[src/rtl/ysyx_23060208_idu_pkg.sv]
// Shared types and constants for the IDU issue stage.
// Opcodes, bus widths and the register-usage bundle.
package ysyx_23060208_idu_pkg;

  localparam int XLEN = 32;
  localparam int RLEN = 5;

  localparam int IFU_TO_IDU_BUS = 2 * XLEN;
  localparam int ISSUE_BUS      = 2 * XLEN + RLEN + 1;

  localparam logic [6:0] OP_R      = 7'b0110011;
  localparam logic [6:0] OP_IMM    = 7'b0010011;
  localparam logic [6:0] OP_LOAD   = 7'b0000011;
  localparam logic [6:0] OP_STORE  = 7'b0100011;
  localparam logic [6:0] OP_BRANCH = 7'b1100011;
  localparam logic [6:0] OP_JAL    = 7'b1101111;
  localparam logic [6:0] OP_JALR   = 7'b1100111;
  localparam logic [6:0] OP_LUI    = 7'b0110111;
  localparam logic [6:0] OP_AUIPC  = 7'b0010111;
  localparam logic [6:0] OP_SYSTEM = 7'b1110011;

  typedef struct packed {
    logic uses_rs1;
    logic uses_rs2;
    logic uses_rd;
  } reg_usage_t;

endpackage

[src/rtl/ysyx_23060208_reg_usage.sv]
// Combinational register-usage classifier.
// Maps opcode/funct3 to which of rs1, rs2, rd an instruction touches.
module ysyx_23060208_reg_usage
  import ysyx_23060208_idu_pkg::*;
(
  input  logic [6:0] opcode_i,
  input  logic [2:0] funct3_i,
  output reg_usage_t usage_o
);

  logic csr_any;
  logic csr_reg;

  // funct3 000/100 are ecall/ebreak/mret or reserved
  assign csr_any = funct3_i[1:0] != 2'b00;
  assign csr_reg = csr_any && !funct3_i[2];

  always_comb begin
    usage_o = '0;
    unique case (1'b1)
      (opcode_i == OP_R): begin
        usage_o.uses_rs1 = 1'b1;
        usage_o.uses_rs2 = 1'b1;
        usage_o.uses_rd  = 1'b1;
      end
      (opcode_i == OP_IMM),
      (opcode_i == OP_LOAD),
      (opcode_i == OP_JALR): begin
        usage_o.uses_rs1 = 1'b1;
        usage_o.uses_rd  = 1'b1;
      end
      (opcode_i == OP_STORE),
      (opcode_i == OP_BRANCH): begin
        usage_o.uses_rs1 = 1'b1;
        usage_o.uses_rs2 = 1'b1;
      end
      (opcode_i == OP_JAL),
      (opcode_i == OP_LUI),
      (opcode_i == OP_AUIPC): begin
        usage_o.uses_rd = 1'b1;
      end
      (opcode_i == OP_SYSTEM): begin
        usage_o.uses_rs1 = csr_reg;
        usage_o.uses_rd  = csr_any;
      end
      default: begin
        usage_o = '0;
      end
    endcase
  end

endmodule

[src/rtl/ysyx_23060208_idu_issue.sv]
// IDU issue stage: instruction queue, RAW scoreboard, hazard hold.
// YSYX_23060208_SB_WB_BYPASS_EN lets a same-cycle writeback free a source.
module ysyx_23060208_idu_issue
  import ysyx_23060208_idu_pkg::*;
#(
  parameter int DATA_WIDTH = 32,
  parameter int REG_WIDTH  = 5,
  parameter int IQ_DEPTH   = 4,
  parameter int SB_CNT_W   = 2
) (
  input  logic                              clk,
  input  logic                              rst,
  input  logic                              flush,
  input  logic [2*DATA_WIDTH-1:0]           ifu_to_idu_bus,
  input  logic                              ifu_to_idu_valid,
  output logic                              idu_allowin,
  output logic [2*DATA_WIDTH+REG_WIDTH:0]   issue_bus,
  output logic                              idu_to_exu_valid,
  input  logic                              exu_allowin,
  input  logic                              wb_valid,
  input  logic [REG_WIDTH-1:0]              wb_rd,
  output logic                              sb_err,
  output logic [$clog2(IQ_DEPTH):0]         iq_count
);

  localparam int PTR_W = $clog2(IQ_DEPTH);
  localparam int CNT_W = PTR_W + 1;
  localparam int NREG  = 1 << REG_WIDTH;
  localparam int BUS_W = 2 * DATA_WIDTH;

  localparam logic [SB_CNT_W-1:0] SB_MAX = '1;
  localparam logic [SB_CNT_W-1:0] SB_ONE = SB_CNT_W'(1);

  logic [BUS_W-1:0]    iq_q [IQ_DEPTH];
  logic [PTR_W-1:0]    wr_ptr_q, wr_ptr_d;
  logic [PTR_W-1:0]    rd_ptr_q, rd_ptr_d;
  logic [CNT_W-1:0]    cnt_q, cnt_d;
  logic [SB_CNT_W-1:0] sb_q [NREG];
  logic [SB_CNT_W-1:0] sb_d [NREG];
  logic                err_q, err_d;

  logic [NREG-1:0]     inc_v, dec_v;

  logic                empty, full;
  logic                push, fire, hazard;
  logic [BUS_W-1:0]    head;
  logic [DATA_WIDTH-1:0] head_pc, head_inst;
  logic [REG_WIDTH-1:0]  rs1, rs2, rd;
  logic [SB_CNT_W-1:0] rs1_cnt, rs2_cnt, rd_cnt;
  logic                rs1_busy, rs2_busy, rd_sat;
  logic                byp1, byp2;
  logic                writes_rd;
  reg_usage_t          usage;

  assign empty = cnt_q == '0;
  assign full  = cnt_q == CNT_W'(IQ_DEPTH);

  assign head      = iq_q[rd_ptr_q];
  assign head_pc   = head[BUS_W-1:DATA_WIDTH];
  assign head_inst = head[DATA_WIDTH-1:0];

  assign rd  = head_inst[7  +: REG_WIDTH];
  assign rs1 = head_inst[15 +: REG_WIDTH];
  assign rs2 = head_inst[20 +: REG_WIDTH];

  ysyx_23060208_reg_usage u_usage (
    .opcode_i (head_inst[6:0]),
    .funct3_i (head_inst[14:12]),
    .usage_o  (usage)
  );

  assign rs1_cnt = sb_q[rs1];
  assign rs2_cnt = sb_q[rs2];
  assign rd_cnt  = sb_q[rd];

`ifdef YSYX_23060208_SB_WB_BYPASS_EN
  // last outstanding write retiring now frees the source this cycle
  assign byp1 = wb_valid && (wb_rd == rs1) && (rs1_cnt == SB_ONE);
  assign byp2 = wb_valid && (wb_rd == rs2) && (rs2_cnt == SB_ONE);
`else
  assign byp1 = 1'b0;
  assign byp2 = 1'b0;
`endif

  assign writes_rd = usage.uses_rd && (rd != '0);

  assign rs1_busy = usage.uses_rs1 && (rs1 != '0)
                 && (rs1_cnt != '0) && !byp1;
  assign rs2_busy = usage.uses_rs2 && (rs2 != '0)
                 && (rs2_cnt != '0) && !byp2;
  assign rd_sat   = writes_rd && (rd_cnt == SB_MAX);

  assign hazard = rs1_busy || rs2_busy || rd_sat;

  assign idu_allowin      = !full;
  assign idu_to_exu_valid = !empty && !hazard && !flush;

  assign push = ifu_to_idu_valid && idu_allowin && !flush;
  assign fire = idu_to_exu_valid && exu_allowin;

  assign issue_bus = empty ? '0
                   : {head_pc, head_inst, rd, writes_rd};

  assign sb_err   = err_q;
  assign iq_count = cnt_q;

  always_comb begin
    wr_ptr_d = wr_ptr_q;
    rd_ptr_d = rd_ptr_q;
    cnt_d    = cnt_q;
    if (flush) begin
      wr_ptr_d = '0;
      rd_ptr_d = '0;
      cnt_d    = '0;
    end else begin
      if (push) wr_ptr_d = wr_ptr_q + PTR_W'(1);
      if (fire) rd_ptr_d = rd_ptr_q + PTR_W'(1);
      unique case ({push, fire})
        2'b10:   cnt_d = cnt_q + CNT_W'(1);
        2'b01:   cnt_d = cnt_q - CNT_W'(1);
        default: cnt_d = cnt_q;
      endcase
    end
  end

  always_comb begin
    inc_v = '0;
    dec_v = '0;
    for (int i = 1; i < NREG; i++) begin
      inc_v[i] = fire && writes_rd
              && (rd == REG_WIDTH'(i));
      dec_v[i] = wb_valid && (wb_rd == REG_WIDTH'(i))
              && (sb_q[i] != '0);
    end
  end

  always_comb begin
    for (int i = 0; i < NREG; i++) begin
      sb_d[i] = sb_q[i];
      unique case ({inc_v[i], dec_v[i]})
        2'b10:   sb_d[i] = sb_q[i] + SB_ONE;
        2'b01:   sb_d[i] = sb_q[i] - SB_ONE;
        default: sb_d[i] = sb_q[i];
      endcase
    end
    err_d = err_q;
    if (wb_valid && (wb_rd != '0) && (sb_q[wb_rd] == '0))
      err_d = 1'b1;
  end

  always_ff @(posedge clk) begin
    if (rst) begin
      wr_ptr_q <= '0;
      rd_ptr_q <= '0;
      cnt_q    <= '0;
      err_q    <= 1'b0;
      for (int i = 0; i < NREG; i++) sb_q[i] <= '0;
    end else begin
      wr_ptr_q <= wr_ptr_d;
      rd_ptr_q <= rd_ptr_d;
      cnt_q    <= cnt_d;
      err_q    <= err_d;
      for (int i = 0; i < NREG; i++) sb_q[i] <= sb_d[i];
    end
  end

  // payload storage needs no reset; occupancy gates its visibility
  always_ff @(posedge clk) begin
    if (push) iq_q[wr_ptr_q] <= ifu_to_idu_bus;
  end

endmodule

[config.mk]
export PLATFORM = sky130hd
export DESIGN_NAME = ysyx_23060208_idu_issue
export DESIGN_NICKNAME = d
export VERILOG_FILES = /design/src/rtl/ysyx_23060208_idu_pkg.sv /design/src/rtl/ysyx_23060208_reg_usage.sv /design/src/rtl/ysyx_23060208_idu_issue.sv
export SDC_FILE = /design/constraint.sdc
export NUM_CORES = 1
export LEC_CHECK = 0
export BUFFER_PORTS_ARGS = -buffer_cell sky130_fd_sc_hd__buf_2
export CORE_ASPECT_RATIO = 0.8
export CORE_MARGIN = 5
export CORE_UTILIZATION = 45
export CTS_CLUSTER_DIAMETER = 80
export CTS_CLUSTER_SIZE = 30
export DETAILED_ROUTE_END_ITERATION = 6
export SLEW_MARGIN = 20
export SYNTH_ARGS = -nofsm -noshare
export SYNTH_HDL_FRONTEND = slang
export SYNTH_SLANG_ARGS = --single-unit
export TNS_END_PERCENT = 100
[constraint.sdc]
create_clock -name clk -period 4.5 [get_ports clk]
set_input_delay 0.225 -clock clk [delete_from_list [all_inputs] [get_ports clk]]
set_output_delay 0.225 -clock clk [all_outputs]
set_load 0.1 [all_outputs]
* Word-level counts from Yosys, hierarchy flattened
Memory sizes are Yosys's and may differ from the RTL's. A register that Yosys moved wholly into a read port is not among the register bits.
Index checks and enable logic that the tools add are counted.
** Word-level totals
- Register bits :: 8
- Memory bits (writable) :: 320
- Input bits :: 75
- Output and inout bits :: 76
- Logic and storage cells :: 479
- Memories :: 2
** Cells by class
- $add $sub $neg :: 66
- Eq/ne operators :: 139
- Multiplexer cells :: 75
- Bitwise gates (word level) :: 32
- Reductions and logical operators :: 161
** Memories
- iq_q :: depth 4, bits a word 64, read ports 1, clocked after Yosys merged registers in 1, write ports 1, RTL line ysyx_23060208_idu_issue.sv:34 : logic [BUS_W-1:0] iq_q [IQ_DEPTH];
- sb_q :: depth 32, bits a word 2, read ports 35, clocked after Yosys merged registers in 0, write ports 32, RTL line ysyx_23060208_idu_issue.sv:38 : logic [SB_CNT_W-1:0] sb_q [NREG];
** Operator list (number)
- equality test 5 bit, second input constant :: 32
- one-hot mux 2 bit (2 select lines) :: 31
- logical AND 1 bit :: 108
- equality test 5 x 4 -> 1 bit, second input constant :: 16
- 2-to-1 mux 70 bit :: 1
- nonzero test 2 bit :: 35
- 2-to-1 mux 2 bit :: 34
- adder 2 x 1 -> 2 bit, second input constant :: 33
- equality test 2 bit, second input constant :: 33
- equality test 2 x 1 -> 1 bit, second input constant :: 32
- subtractor 2 x 1 -> 2 bit, second input constant :: 31
- equality test 5 x 3 -> 1 bit, second input constant :: 8
- bitwise OR 1 bit :: 32
- equality test 7 bit, second input constant :: 4
- equality test 7 x 6 -> 1 bit, second input constant :: 3
- equality test 5 x 2 -> 1 bit, second input constant :: 4
- nonzero test 5 bit :: 4
- equality test 7 x 5 -> 1 bit, second input constant :: 2
- equality test 5 x 1 -> 1 bit, second input constant :: 2
- equality test 7 x 2 -> 1 bit, second input constant :: 1
- OR reduction 7 bit :: 1
- 2-to-1 mux 1 bit :: 6
- one-hot mux 3 bit (2 select lines) :: 1
- OR reduction 6 bit :: 1
- 12 further kinds :: 18

* Depth between registers and ports, before layout
- Depth after elaboration :: 16
- Gate-level depth with buffers :: 19
- Depth with buffers taken out :: 13

* By module
From an unflattened synthesis, not the netlist that was laid out.
** Unflattened totals
- Cell total of the unflattened synthesis :: 1083
- Area total of the unflattened synthesis :: 15122.0 µm²
** By module, submodules not included
- ysyx_23060208_idu_issue :: times used 1, cells each 1068, area an instance 15024.4 µm², sequential area each 9128.8 µm²
- ysyx_23060208_reg_usage :: times used 1, cells each 15, area an instance 97.6 µm², sequential area each 0.0 µm²

* Least setup slack after synthesis
OpenSTA, ideal clock, no wires.
- Path kind :: register to register
- Start :: reg cnt_q[1] (netlist: iq_count[1])
- End :: mem iq_q[0][0] in the netlist's numbering, enable pin
- Library setup time :: 0.429 ns
- Arrival time :: 3.992 ns
- Data required time :: 4.071 ns
- Path slack :: 0.079 ns
- Stages on the path, launching flop included :: 6
- Buffers on the path :: 0
- Clock period less this slack :: 4.421 ns
- Cell sequence :: dfxtp_1 > inv_1 > nand3_1 > nand2_1 > nor2_1 > and2_1
** Between the ends
- Longest elaborated chain between the ends :: 6
** Ends and longest elaborated chain
- start, declared :: RTL line ysyx_23060208_idu_issue.sv:37 : logic [CNT_W-1:0] cnt_q, cnt_d;
- start signal, assigned :: RTL line ysyx_23060208_idu_issue.sv:161 : cnt_q <= cnt_d;
- equality test 3 bit :: RTL line ysyx_23060208_idu_issue.sv:56 : assign full = cnt_q == CNT_W'(IQ_DEPTH);
- zero test 1 bit :: RTL line ysyx_23060208_idu_issue.sv:95 : assign idu_allowin = !full;
- net idu_allowin :: RTL line ysyx_23060208_idu_issue.sv:16 : output logic idu_allowin,
- logical AND 1 bit (2 in a row) :: RTL line ysyx_23060208_idu_issue.sv:98 : assign push = ifu_to_idu_valid && idu_allowin && !flush;
- 2-to-1 mux 1 bit :: RTL line ysyx_23060208_idu_issue.sv:169 : if (push) iq_q[wr_ptr_q] <= ifu_to_idu_bus;
- 2-to-1 mux 1 bit (not written as such) :: RTL line ysyx_23060208_idu_issue.sv:169
- end, declared :: RTL line ysyx_23060208_idu_issue.sv:34
The timed path passes the listed nets, and every way through them passes these cells.

==> results.md <==
* Critical path cell sequence: buf_4, mux4_2, mux4_2, nor2_1, nor4b_1, a311o_1, o211ai_1, nor3b_4, ha_1, inv_1, fa_1, xor2_1, or3_1, a21oi_1
* Die Ht at 175 um
* Routability cong. at 0.918
* First-pass GRT wire length at 58,200 um
* Slowest stage cell on the critical path: mux4_2
* Syn_area_per_cell at 13.6 sq um
* Clock sinks at 328
* Post-Syn Instances at 1,132
* Slew margin rel. at 31.5%
* Vias in the first global route at 9,924
* Max Fclk at 233 MHz
* Top cell type by total area after synthesis: edfxtp_1
* Sw Share at 25.2%
* Residual DRC at 0
* Initial Util at 45.7%
* Worst path required time at 4960 ps
* Fin nets at 1,455
* Distinct cell type count after synthesis at 65
* Critical Path AT at 4760 ps
* Core area at 0.0336 sq mm
* Clock latency on the worst-skew pair at 530 ps
* CP startpoint kind: register
* Clock buffer depth at 3
* Post-route setup TNS at 0 ps
* Status: finished, final reports clean
* Largest cells by area after synthesis: edfxtp_1 (50%), mux4_2 (10%), dfxtp_1 (9.4%), ha_1 (2.9%), nor2_1 (2.9%)
* Final min period at 4300 ps
* Rows at 60
* Area delta synth->final at 16.1%
* CTS buffer count at 16
* H-tree levels at 1
* # Max-Cap Violations at 0
* DRT iter0 DRCs at 1,053
* Sequential power share at 58.8%
* CTS tree: done
* Worst-margin pin slew at 1030 ps
* CP peak stage delay at 730 ps
* I/O Buffers at 150
* Wirelength per Cell at 20.9 um
* Total gr overflow at 0
* Number of synthesized flops with an enable pin at 256
* Clk pwr share at 30.5%
* LEAKAGE at 5.88 nW
* Hold WC Path Type: in -> reg
* Synth top area share at 50.1%
* Die span in x at 217 um
* PnR Total Power at 5.63 mW
* Reg2reg path depth at 14
* Top cells by count, synth: edfxtp_1 (256), nor2_1 (117), dfxtp_1 (72)
* I/O pin cnt at 151
* Worst Hold Depth at 3
* CTS clk-pin slew, worst paths at 110 ps
* RSZ-0062 raised after global routing: no
* Routed wire length at 37,300 um
* Drt pass-1 iters at 5
* Most frequent cell after synthesis: edfxtp_1
* Register bit count reported by yosys at 328
* Setup crit end kind: register
* Ant. Diodes at 0
* Post-synth ARST share at 0%
* Cell Pwr Density at 316 mW/mm^2
* Final Max Slew Viols at 0
* Yosys warns at 0
* Gate power share at 10.7%
* Clk root buf: clkbuf_16
* Largest net degree at the start of global routing at 65
* Vias at 10.1k
* Final-report setup violation count at 0
* Post-DP HPWL at 25,900 um
* Top cell by count, worst path: mux4_2
* Fin. Hold Viols at 0
* Vias per cell at 5.66
* Initial antenna violation count at 0
* Die area at 0.0379 sq mm
* DRT antenna net count at 0
* Maximum vdd ir drop at 0.231 mV
* Final period util at 95.6%
* Hold slack final at 63.8 ps
* Register area share after synthesis at 59.4%
* Share of post-route cells with drive strength above 1 at 23.2%
* P_sw at 1.42 mW
* Gr usage total at 19.4%
* P_int at 4.21 mW
* WS Path Type: reg -> reg
* Post-layout util at 53.0%
* CP Max Fanout at 19
* Ys flop type: edfxtp_1
* Synth Net Count at 1,244
* Clock skew at 18.4 ps
* Synthesized area at 0.0154 sq mm
==> power groups by stage <==
stage          sequential (mW)  clock (mW)  combinational (mW)
2_1_floorplan             3.39           0               0.375
3_3_place_gp              3.38           0               0.544
3_5_place_dp              3.38           0               0.549
4_1_cts                   3.31        1.77               0.597
5_1_grt                   3.32        1.89               0.634
6_report                  3.31        1.72               0.601
==> critical path, delay by kind of cell (launching register included) <==
kind,cells,cell delay [ps]
muxes,2,1160
and+or+nand+nor,4,1060
adders and majority gates,2,630
AOI/OAI and AO/OA,3,500
DFF,1,490
buffers and inverters,2,220
xor gates and xnor gates,1,160
==> per-layer routing <==
layer,part of all wire (%),track usage [%]
met4,2.3,4.58
met1,46,29.2
met5,0,0
met2,46,30.0
met3,6.1,2.74
==> placed cells by master, fill, tap and decap left out, types with 4 or more instances in the layout <==
cell and n:
a21oi_1 47, a311oi_1 8, and2_4 4, and3_1 4, buf_2 149, buf_4 43, clkbuf_1 4, clkbuf_16 17
dfxtp_1 70, dlygate4sd3_1 65, edfxtp_1 256, ha_1 36, inv_1 9, mux2_2 5, mux2i_1 21, mux4_1 4
mux4_2 71, nand2_1 61, nand2b_1 7, nand3_1 14, nand4_1 17, nor2_1 117, nor2b_1 64, nor3_1 46
o21ai_0 39, o311ai_0 7, or2_2 7, or3_1 38, xnor2_1 32, xor2_1 33
==> through the flow <==
stage	instances	area [sq um]	setup WS, ps
final	1785	17800	200
after global placement	1684	16600	304
after CTS	1775	17800	178
after floorplan	1132	15400	79.2
after global routing	1785	17800	6.24
after detailed placement	1684	16600	214
==> registers in the layout, summed over array words and instances (netlist names), named ones only <==
register	flops
iq_count	3
iq_q	256
rd_ptr_q	2
sb_err	1
sb_q	62
wr_ptr_q	2
==> timing repair <==
action                                  4_1_cts  5_1_grt
hold endpoints to repair                    257        0
endpoints found under the setup margin        0       14
gates resized for setup                       0        1
hold buffers                                 65        0
setup buffers                                 0       10
==> kinds of logic (layout without fill, tap and decap cells) <==
family	count (synthesis)	in the layout	synth area share (%)
adder cells (fa/ha/maj)	37	37	3.06
AO/OA/AOI/OAI	131	131	5.38
buffers and inverters	75	294	2.62
flip-flops	328	328	59.4
multiplexers	101	101	12.8
AND/OR/NAND/NOR	395	395	13.0
XOR/XNOR	65	65	3.71
==> final timing paths <==
check | startpoint | end | slack, ps
worst max-delay path | register | iq_count[2]$_SDFFE_PP0P_ | 200
worst min-delay path | wb_valid | sb_err$_SDFFE_PP0P_ | 60
worst max register to register | register | iq_count[2]$_SDFFE_PP0P_ | 200
worst min register to register | sb_err$_SDFFE_PP0P_ | sb_err$_SDFFE_PP0P_ | 470
==> area by class of cell <==
cell class / count / area (sq um)
inverter: 9 / 33.8
fill: 2794 / 15800
multi-input combinational: 729 / 5840
clock buffer: 21 / 440
sequential: 328 / 9140
timing repair buffer: 259 / 1760
tap: 434 / 543
clock inverter: 5 / 77.6
Power figures use the tool's default switching activity.
